## src/rtl/jk_reg_pkg.sv

```systemverilog
// Shared types and next-state logic for the JK-style flag register bank.
// One function defines the update rule so every bit cell agrees on it.
package jk_reg_pkg;

  typedef enum logic [1:0] {
    JK_MODE_JK = 2'd0,
    JK_MODE_SR = 2'd1,
    JK_MODE_T  = 2'd2,
    JK_MODE_D  = 2'd3
  } jk_mode_t;

  // In SR mode, j=k=1 holds rather than being treated as an illegal input.
  function automatic logic jk_next(input jk_mode_t mode, input logic cur,
                                   input logic j, input logic k);
    logic n;
    n = cur;
    case (mode)
      JK_MODE_JK: begin
        case ({j, k})
          2'b11:   n = ~cur;
          2'b10:   n = 1'b1;
          2'b01:   n = 1'b0;
          default: n = cur;
        endcase
      end
      JK_MODE_SR: begin
        case ({j, k})
          2'b10:   n = 1'b1;
          2'b01:   n = 1'b0;
          default: n = cur;
        endcase
      end
      JK_MODE_T: n = j ? ~cur : cur;
      JK_MODE_D: n = j;
      default:   n = cur;
    endcase
    return n;
  endfunction

endpackage

```

## src/rtl/jk_cell.sv

```systemverilog
// One storage bit with registered rise/fall pulses.
// chg flags a combinational "this edge will change the bit" for the bank counter.
module jk_cell
  import jk_reg_pkg::*;
#(
  parameter logic POR_BIT = 1'b0
) (
  input  logic     clk,
  input  logic     rst,
  input  logic     en,
  input  logic     sclr,
  input  jk_mode_t mode,
  input  logic     j,
  input  logic     k,
  output logic     q,
  output logic     rise,
  output logic     fall,
  output logic     chg
);

  logic n;

  assign n   = jk_next(mode, q, j, k);
  assign chg = en & ~sclr & (n ^ q);

  // sclr-caused changes deliberately produce no edge pulses.
  always_ff @(posedge clk or posedge rst) begin
    if (rst) begin
      q    <= POR_BIT;
      rise <= 1'b0;
      fall <= 1'b0;
    end else if (sclr) begin
      q    <= POR_BIT;
      rise <= 1'b0;
      fall <= 1'b0;
    end else if (en) begin
      q    <= n;
      rise <= ~q & n;
      fall <= q & ~n;
    end else begin
      rise <= 1'b0;
      fall <= 1'b0;
    end
  end

endmodule

```

## src/rtl/jk_reg_bank.sv

```systemverilog
// Bank of WIDTH JK/SR/T/D flag bits with edge pulses and a saturating
// count of update edges in which at least one bit changed.
module jk_reg_bank
  import jk_reg_pkg::*;
#(
  parameter int               WIDTH     = 8,
  parameter logic [WIDTH-1:0] POR_VALUE = '0,
  parameter int               CNT_W     = 8
) (
  input  logic             clk,
  input  logic             rst,
  input  logic             en,
  input  logic             sclr,
  input  logic [1:0]       mode,
  input  logic [WIDTH-1:0] j,
  input  logic [WIDTH-1:0] k,
  input  logic             clr_cnt,
  output logic [WIDTH-1:0] out,
  output logic [WIDTH-1:0] rise,
  output logic [WIDTH-1:0] fall,
  output logic             any_chg,
  output logic [CNT_W-1:0] chg_cnt
);

  localparam logic [CNT_W-1:0] CNT_MAX = '1;

  jk_mode_t         mode_e;
  logic [WIDTH-1:0] chg;

  assign mode_e = jk_mode_t'(mode);

  for (genvar i = 0; i < WIDTH; i++) begin : g_bit
    jk_cell #(
      .POR_BIT (POR_VALUE[i])
    ) u_cell (
      .clk  (clk),
      .rst  (rst),
      .en   (en),
      .sclr (sclr),
      .mode (mode_e),
      .j    (j[i]),
      .k    (k[i]),
      .q    (out[i]),
      .rise (rise[i]),
      .fall (fall[i]),
      .chg  (chg[i])
    );
  end

  // Pulses already encode |(out ^ n) from the last edge, so no extra flop.
  assign any_chg = |(rise | fall);

  // clr_cnt wins over an increment on the same edge; the count never wraps.
  always_ff @(posedge clk or posedge rst) begin
    if (rst) begin
      chg_cnt <= '0;
    end else if (clr_cnt) begin
      chg_cnt <= '0;
    end else if (|chg && chg_cnt != CNT_MAX) begin
      chg_cnt <= chg_cnt + 1'b1;
    end
  end

endmodule

```

## config.mk

```make
export PLATFORM = sky130hd
export DESIGN_NAME = jk_reg_bank
export DESIGN_NICKNAME = d
export VERILOG_FILES = /design/src/rtl/jk_reg_pkg.sv /design/src/rtl/jk_cell.sv /design/src/rtl/jk_reg_bank.sv
export SDC_FILE = /design/constraint.sdc
export NUM_CORES = 1
export LEC_CHECK = 0
export ABC_AREA = 0
export CORE_MARGIN = 2
export CORE_UTILIZATION = 30
export CTS_BUF_LIST = sky130_fd_sc_hd__clkbuf_16
export DETAILED_ROUTE_END_ITERATION = 8
export PLACE_DENSITY_LB_ADDON = 0.2
export SYNTH_ARGS = -nofsm -noshare
export SYNTH_HDL_FRONTEND = slang
export SYNTH_HIERARCHICAL = 1
export SYNTH_SLANG_ARGS = --single-unit
```

## constraint.sdc

```tcl
create_clock -name clk -period 3 [get_ports clk]
set_input_delay 0.6 -clock clk [delete_from_list [all_inputs] [get_ports clk]]
set_output_delay 0.6 -clock clk [all_outputs]
set_load 0.01 [all_outputs]
```

# Word level (Yosys, flattened, before mapping)
# Cells that the tools add are included.
# totals
register_bits,32
# classes
add_sub_neg,1
n_eq_ne,28
mux,82
bitwise_logic,51
n_reduce_logical,6
# ops
op,n
1-bit 2-to-1 mux,56
"2-bit equality test, second input constant",18
1-bit one-hot mux with 4 select lines,8
1-bit bitwise AND,25
1-bit one-hot mux with 3 select lines,8
"2-bit by 1-bit equality test with 1-bit output, second input constant",9
1-bit NOT,17
8-bit 2-to-1 mux,2
1-bit one-hot mux with 2 select lines,8
8-bit OR reduction,2
"8-bit by 1-bit adder with 8-bit output, second input constant",1
"8-bit != test, second input constant",1
8-bit bitwise OR,1
1-bit bitwise XOR,8
2-bit nonzero test,2
2-bit zero test,1
1-bit logical AND,1

# Longest topological paths before layout
# logic_depth
word_depth,9
ltp_mapped,12
depth_no_buf,11

# By module
# Netlist, hierarchy kept.
# modules_own_cells
module,n_inst,cells_each,area_each_um2
jk_cell,8,27,252.7
jk_reg_bank,1,55,506.7

# Worst setup path before layout
# Ideal clock, no wire load.
# synth_path
path_type,in2reg
startpoint,input k[5]
endpoint,register chg_cnt[5]
setup_ps,120
arrival_ps,2708
required_ps,2880
path_slack_ps,173
stages,11
path_cell_list,inv_1 -> ha_1 -> mux2i_1 -> a32oi_1 -> and2_1 -> ha_1 -> nor2b_1 -> or4_1 -> buf_2 -> o22a_2 -> a31o_1
# synth_via
elab_chain_cells,8
word_cells_on_any_way,11
classes_between,eq/ne: 3; mux: 3; bitwise: 2; reduce/logical: 3
# synth_lines
item,line_no,source
"start, declared",jk_reg_bank.sv:16,"input logic [WIDTH-1:0] k,"
2-bit by 1-bit equality test with 1-bit output (tied with other cells),"jk_reg_pkg.sv:19, jk_reg_pkg.sv:27",
1-bit one-hot mux with 3 select lines or 1-bit one-hot mux with 2 select lines (tied branches),"jk_reg_pkg.sv:19, jk_reg_pkg.sv:27",
1-bit one-hot mux with 4 select lines *,jk_reg_pkg.sv:17,case (mode)
1-bit bitwise XOR *,jk_cell.sv:24,assign chg = en & ~sclr & (n ^ q);
1-bit bitwise AND *,jk_cell.sv:24,
via chg[5],jk_reg_bank.sv:28,logic [WIDTH-1:0] chg;
8-bit OR reduction *,jk_reg_bank.sv:59,end else if (|chg && chg_cnt != CNT_MAX) begin
1-bit logical AND *,jk_reg_bank.sv:59,
2-bit nonzero test (no line) *,--,
"end signal, assigned",jk_reg_bank.sv:60,chg_cnt <= chg_cnt + 1'b1;
"end, declared",jk_reg_bank.sv:22,output logic [CNT_W-1:0] chg_cnt
# Mark *: on every way through the listed nets, which the timed path passes. The rest lies on a longest branch.
# A chain may end at the register's enable or synchronous reset.

# Final worst setup path
# layout_path
startpoint,input j[2]
endpoint,register chg_cnt[0]
# layout_via
elab_chain_cells,8
word_cells_on_any_way,12
classes_between,eq/ne: 3; mux: 4; bitwise: 2; reduce/logical: 3
# layout_lines
item,line_no,source
"start, declared",jk_reg_bank.sv:15,"input logic [WIDTH-1:0] j,"
2-bit by 1-bit equality test with 1-bit output (tied with other cells),"jk_reg_pkg.sv:19, jk_reg_pkg.sv:27",
1-bit one-hot mux with 3 select lines or 1-bit one-hot mux with 2 select lines (tied branches),"jk_reg_pkg.sv:19, jk_reg_pkg.sv:27",
1-bit one-hot mux with 4 select lines *,jk_reg_pkg.sv:17,
1-bit bitwise XOR *,jk_cell.sv:24,
1-bit bitwise AND *,jk_cell.sv:24,
via chg[2],jk_reg_bank.sv:28,
8-bit OR reduction *,jk_reg_bank.sv:59,
1-bit logical AND *,jk_reg_bank.sv:59,
2-bit nonzero test (no line) *,--,
# Marks and branches as above.

==> results.sh <==
export IMPL_first_pass_grt_wire_length_um=10500
export IMPL_routed_via_density=4.67
export IMPL_drc=0
export IMPL_async_flop_share=1.00
export IMPL_totalWireLength_um=6610
export IMPL_post_place_instance_area_um2=3450
export IMPL_synth_seq_cells=32
export IMPL_worst_path_dominant_cell_family="simple AND/OR/NAND/NOR gates"
export IMPL_total_leakage_power_nw=1.84
export IMPL_max_cap_violations=0
export IMPL_core_rowCount=33
export IMPL_detail_route_antenna_nets=0
export IMPL_detailedRoute_firstPassIterationCount=4
export IMPL_holdPathEnd="chg_cnt[7]$_DFFE_PP0P_"
export IMPL_ys_types=33
export IMPL_finalCoreUtilization=0.480
export IMPL_timing_critical_path_slowest_cell_delay_ns=0.61
export IMPL_synth_area_um2=2530
export IMPL_worstPathMaxFanout=6
export IMPL_first_global_vias=2149
export IMPL_die_width_um=95.8
export IMPL_ctsHoldBuffers=0
export IMPL_clkSlewWorstSetupHoldPaths_ns=0.05
export IMPL_placeableCoreArea_um2=8180
export IMPL_io_pin_count=56
export IMPL_hold_path_startpoint="chg_cnt[7]$_DFFE_PP0P_"
export IMPL_num_antenna_cells=0
export IMPL_synth_enable_flop_cells=0
export IMPL_worstReg2RegStart="g_bit[2].u_cell/q$_DFFE_PP0P_"
export IMPL_synth_cells=271
export IMPL_critical_path_slowest_cell="or4_4"
export IMPL_max_slew_margin_rel=0.686
export IMPL_fin_worst_skew_ns=0.00213
export IMPL_synth_yosys_seq_area_share=0.317
export IMPL_cell_at_the_root_of_the_clock_tree="clkbuf_16"
export IMPL_final_max_slew_viol_count=0
export IMPL_type_of_the_worst_min_delay_path="reg2reg"
export IMPL_synth_net_count=319
export IMPL_cts_htree_levels=2
export IMPL_cp_end_kind="flop"
export IMPL_post_synth_top_area_fraction=0.317
export IMPL_critPathKind="in2reg"
export IMPL_yosys_warnings=6
export IMPL_rsz0062_at_grt="no"
export IMPL_number_of_antenna_violations_at_the_first_check_in_global_routing=0
export IMPL_cell_depth_of_the_worst_min_delay_path=2
export IMPL_ys_dominant_reg_cell="dfrtp_1"
export IMPL_clk_latency_ns=0.27
export IMPL_layout_drive_gt1_share=0.248
export IMPL_post_route_min_period_ns=2.87
export IMPL_cellPowerDensity_nw_per_um2=369
export IMPL_vdd_ir_drop_max_mv=0.194
export IMPL_floorplan_die_area_um2=9180
export IMPL_r2r_setup_slack_ns=0.34
export IMPL_timing_critical_path_buf_inv=1
export IMPL_setup_violations=0
export IMPL_max_slew_worst_pin_slew_ns=0.467
export IMPL_cp_arrival_ns=3.01
export IMPL_status="completed"
export IMPL_number_of_sinks_on_the_clock_net=32
export IMPL_cts_root_to_sink_buffers=2
export IMPL_numCtsBuffers=5
export IMPL_yosysMostFrequentCell="dfrtp_1"
export IMPL_layout_worst_path_cycle_share=0.956
export IMPL_grt_total_usage=0.150
export IMPL_start_kind="input pin"
export IMPL_hpwl_um=4400
export IMPL_timing_limited_maximum_frequency_mhz=349
export IMPL_avgRoutedWirePerCell_um=13.8
export IMPL_finish_net_count=422
export IMPL_clock_tree_from_tritoncts="yes"
export IMPL_critical_path_reg2reg_endpoint="chg_cnt[0]$_DFFE_PP0P_"
export IMPL_area_growth_syn_to_layout_pct=55.1
export IMPL_floorplan_initialDensity=0.309
export IMPL_final_cell_area_um2=3920
export IMPL_worstPathRequired_ns=3.15
export IMPL_post_layout_nonfiller_instances=480
export IMPL_num_fill_cells=816
export IMPL_place_congestion=0.788
export IMPL_synth_area_leaders="dfrtp_1 (32%), ha_1 (12%), nand2b_1 (6.2%)"
export IMPL_timing_reg2reg_worst_path_depth=9
export IMPL_synth_area_leader_cell="dfrtp_1"
export IMPL_grt_max_degree=17
export IMPL_dr_total_vias=2240
export IMPL_dpl_cell_count=455
export IMPL_avgSynthCellArea_um2=9.33
export IMPL_dr_first_iter_drc_count=61
export IMPL_die_h_um=95.8
export IMPL_final_hold_viol_count=0
export IMPL_global_route_overflow_total=0
export IMPL_path_cells="dlygate4sd2_1 > ha_4 > mux2i_1 > a32oi_1 > and2_1 > ha_1 > nor2b_1 > or4_4 > o22a_4 > xnor2_1 > nor2_1"
export IMPL_port_buffers=55
export IMPL_setup_tns_ns=0
export IMPL_synth_common_cells="dfrtp_1 (32), ha_1 (25), inv_1 (25), nand2b_1 (25)"
how the worst max path moves through the flow:
stage               startpoint  slack [ns]  cells after the start                      to
floorplan                 k[5]        0.17                     11  chg_cnt[5]$_DFFE_PP0P_
global placement          k[5]       -0.43                     12  chg_cnt[1]$_DFFE_PP0P_
detailed placement        k[5]       -0.46                     12  chg_cnt[4]$_DFFE_PP0P_
CTS                       j[3]      0.0005                     11  chg_cnt[1]$_DFFE_PP0P_
global route              k[5]       0.002                     12  chg_cnt[1]$_DFFE_PP0P_
finish                    j[2]        0.13                     11  chg_cnt[0]$_DFFE_PP0P_
metrics by stage:
stage	setup WS (ns)	power (mW)	hold WS, ns
finish	0.132	1.45	0.622
global route	0.00193	1.54	0.690
detailed placement	-0.463	0.909	0.610
CTS	0.000528	1.45	0.621
floorplan	0.173	0.707	0.354
global placement	-0.431	0.905	0.592
report_power, final:
group	internal (mW)	leakage (nW)	total, mW	switching [mW]
logic	0.275	1.33	0.478	0.203
clock network	0.298	0.0738	0.476	0.178
registers	0.458	0.435	0.495	0.0368
routing by layer:
metal | GRT usage | up-vias | part of all wire
met5 | 0 | - | 0
met4 | 0.0357 | 0 | 0.0098
met3 | 0.0313 | 7 | 0.037
met2 | 0.249 | 43 | 0.48
met1 | 0.199 | 1063 | 0.47
li1 | - | 1127 | -
repair_timing:
item	in CTS	in global routing
cloned	2	1
pin swaps	16	10
resized for setup	26	23
setup buffers	13	1
endpoints found under the setup margin	8	10
cells in the final DEF, fill, tap and decap left out, drive strengths merged, types with 3 or more instances in the layout:
master         count
ha                25
and2              24
clkdlybuf4s50     37
dlymetal6s2s       7
nand2             19
nor4               4
mux2               8
clkbuf             9
inv               27
nand4              3
dfrtp             32
nor2              24
mux2i             10
nand2b            25
xor2               3
dlygate4sd2        7
nor2b             32
a32oi              8
a32o               8
buf               41
kinds of logic (layout without fill, tap and decap cells):
group	count (synthesis)	in the layout	share of synthesized area
AO/OA/AOI/OAI	24	24	0.0861
XOR/XNOR	4	4	0.0139
adder cells (fa/ha/maj)	25	25	0.124
buffers and inverters	28	132	0.0421
flip-flops	32	32	0.317
multiplexers	18	18	0.0871
AND/OR/NAND/NOR	140	140	0.331
flip-flops by register name, summed over array words and instances (netlist names):
| signal | flops |
|---|---|
| g_bit.u_cell/rise | 8 |
| g_bit.u_cell/q | 8 |
| g_bit.u_cell/fall | 8 |
| chg_cnt | 8 |
layout make-up:
| class | count | area, um2 | share of cell area |
|---|---|---|---|
| multi-input cells | 211 | 1770 | 0.451 |
| flip-flops and latches | 32 | 801 | 0.204 |
| clock buffers | 5 | 125 | 0.0319 |
| inverters | 25 | 93.8 | 0.0239 |
| well taps | 105 | 131 | 0.0335 |
| clock inverters | 3 | 11.3 | 0.00287 |
| repair buffers | 99 | 992 | 0.253 |
worst reg2reg max path: stages, from the launching register on:
cell     delay (ns)
dfrtp_1        0.48
nor2b_4        0.20
mux2_4         0.30
and2_1         0.14
ha_1           0.26
nor2b_1        0.05
or4_4          0.61
o22a_4         0.28
xnor2_1        0.15
nor2_1         0.06
No activity file was read; power rests on OpenSTA's default activity.
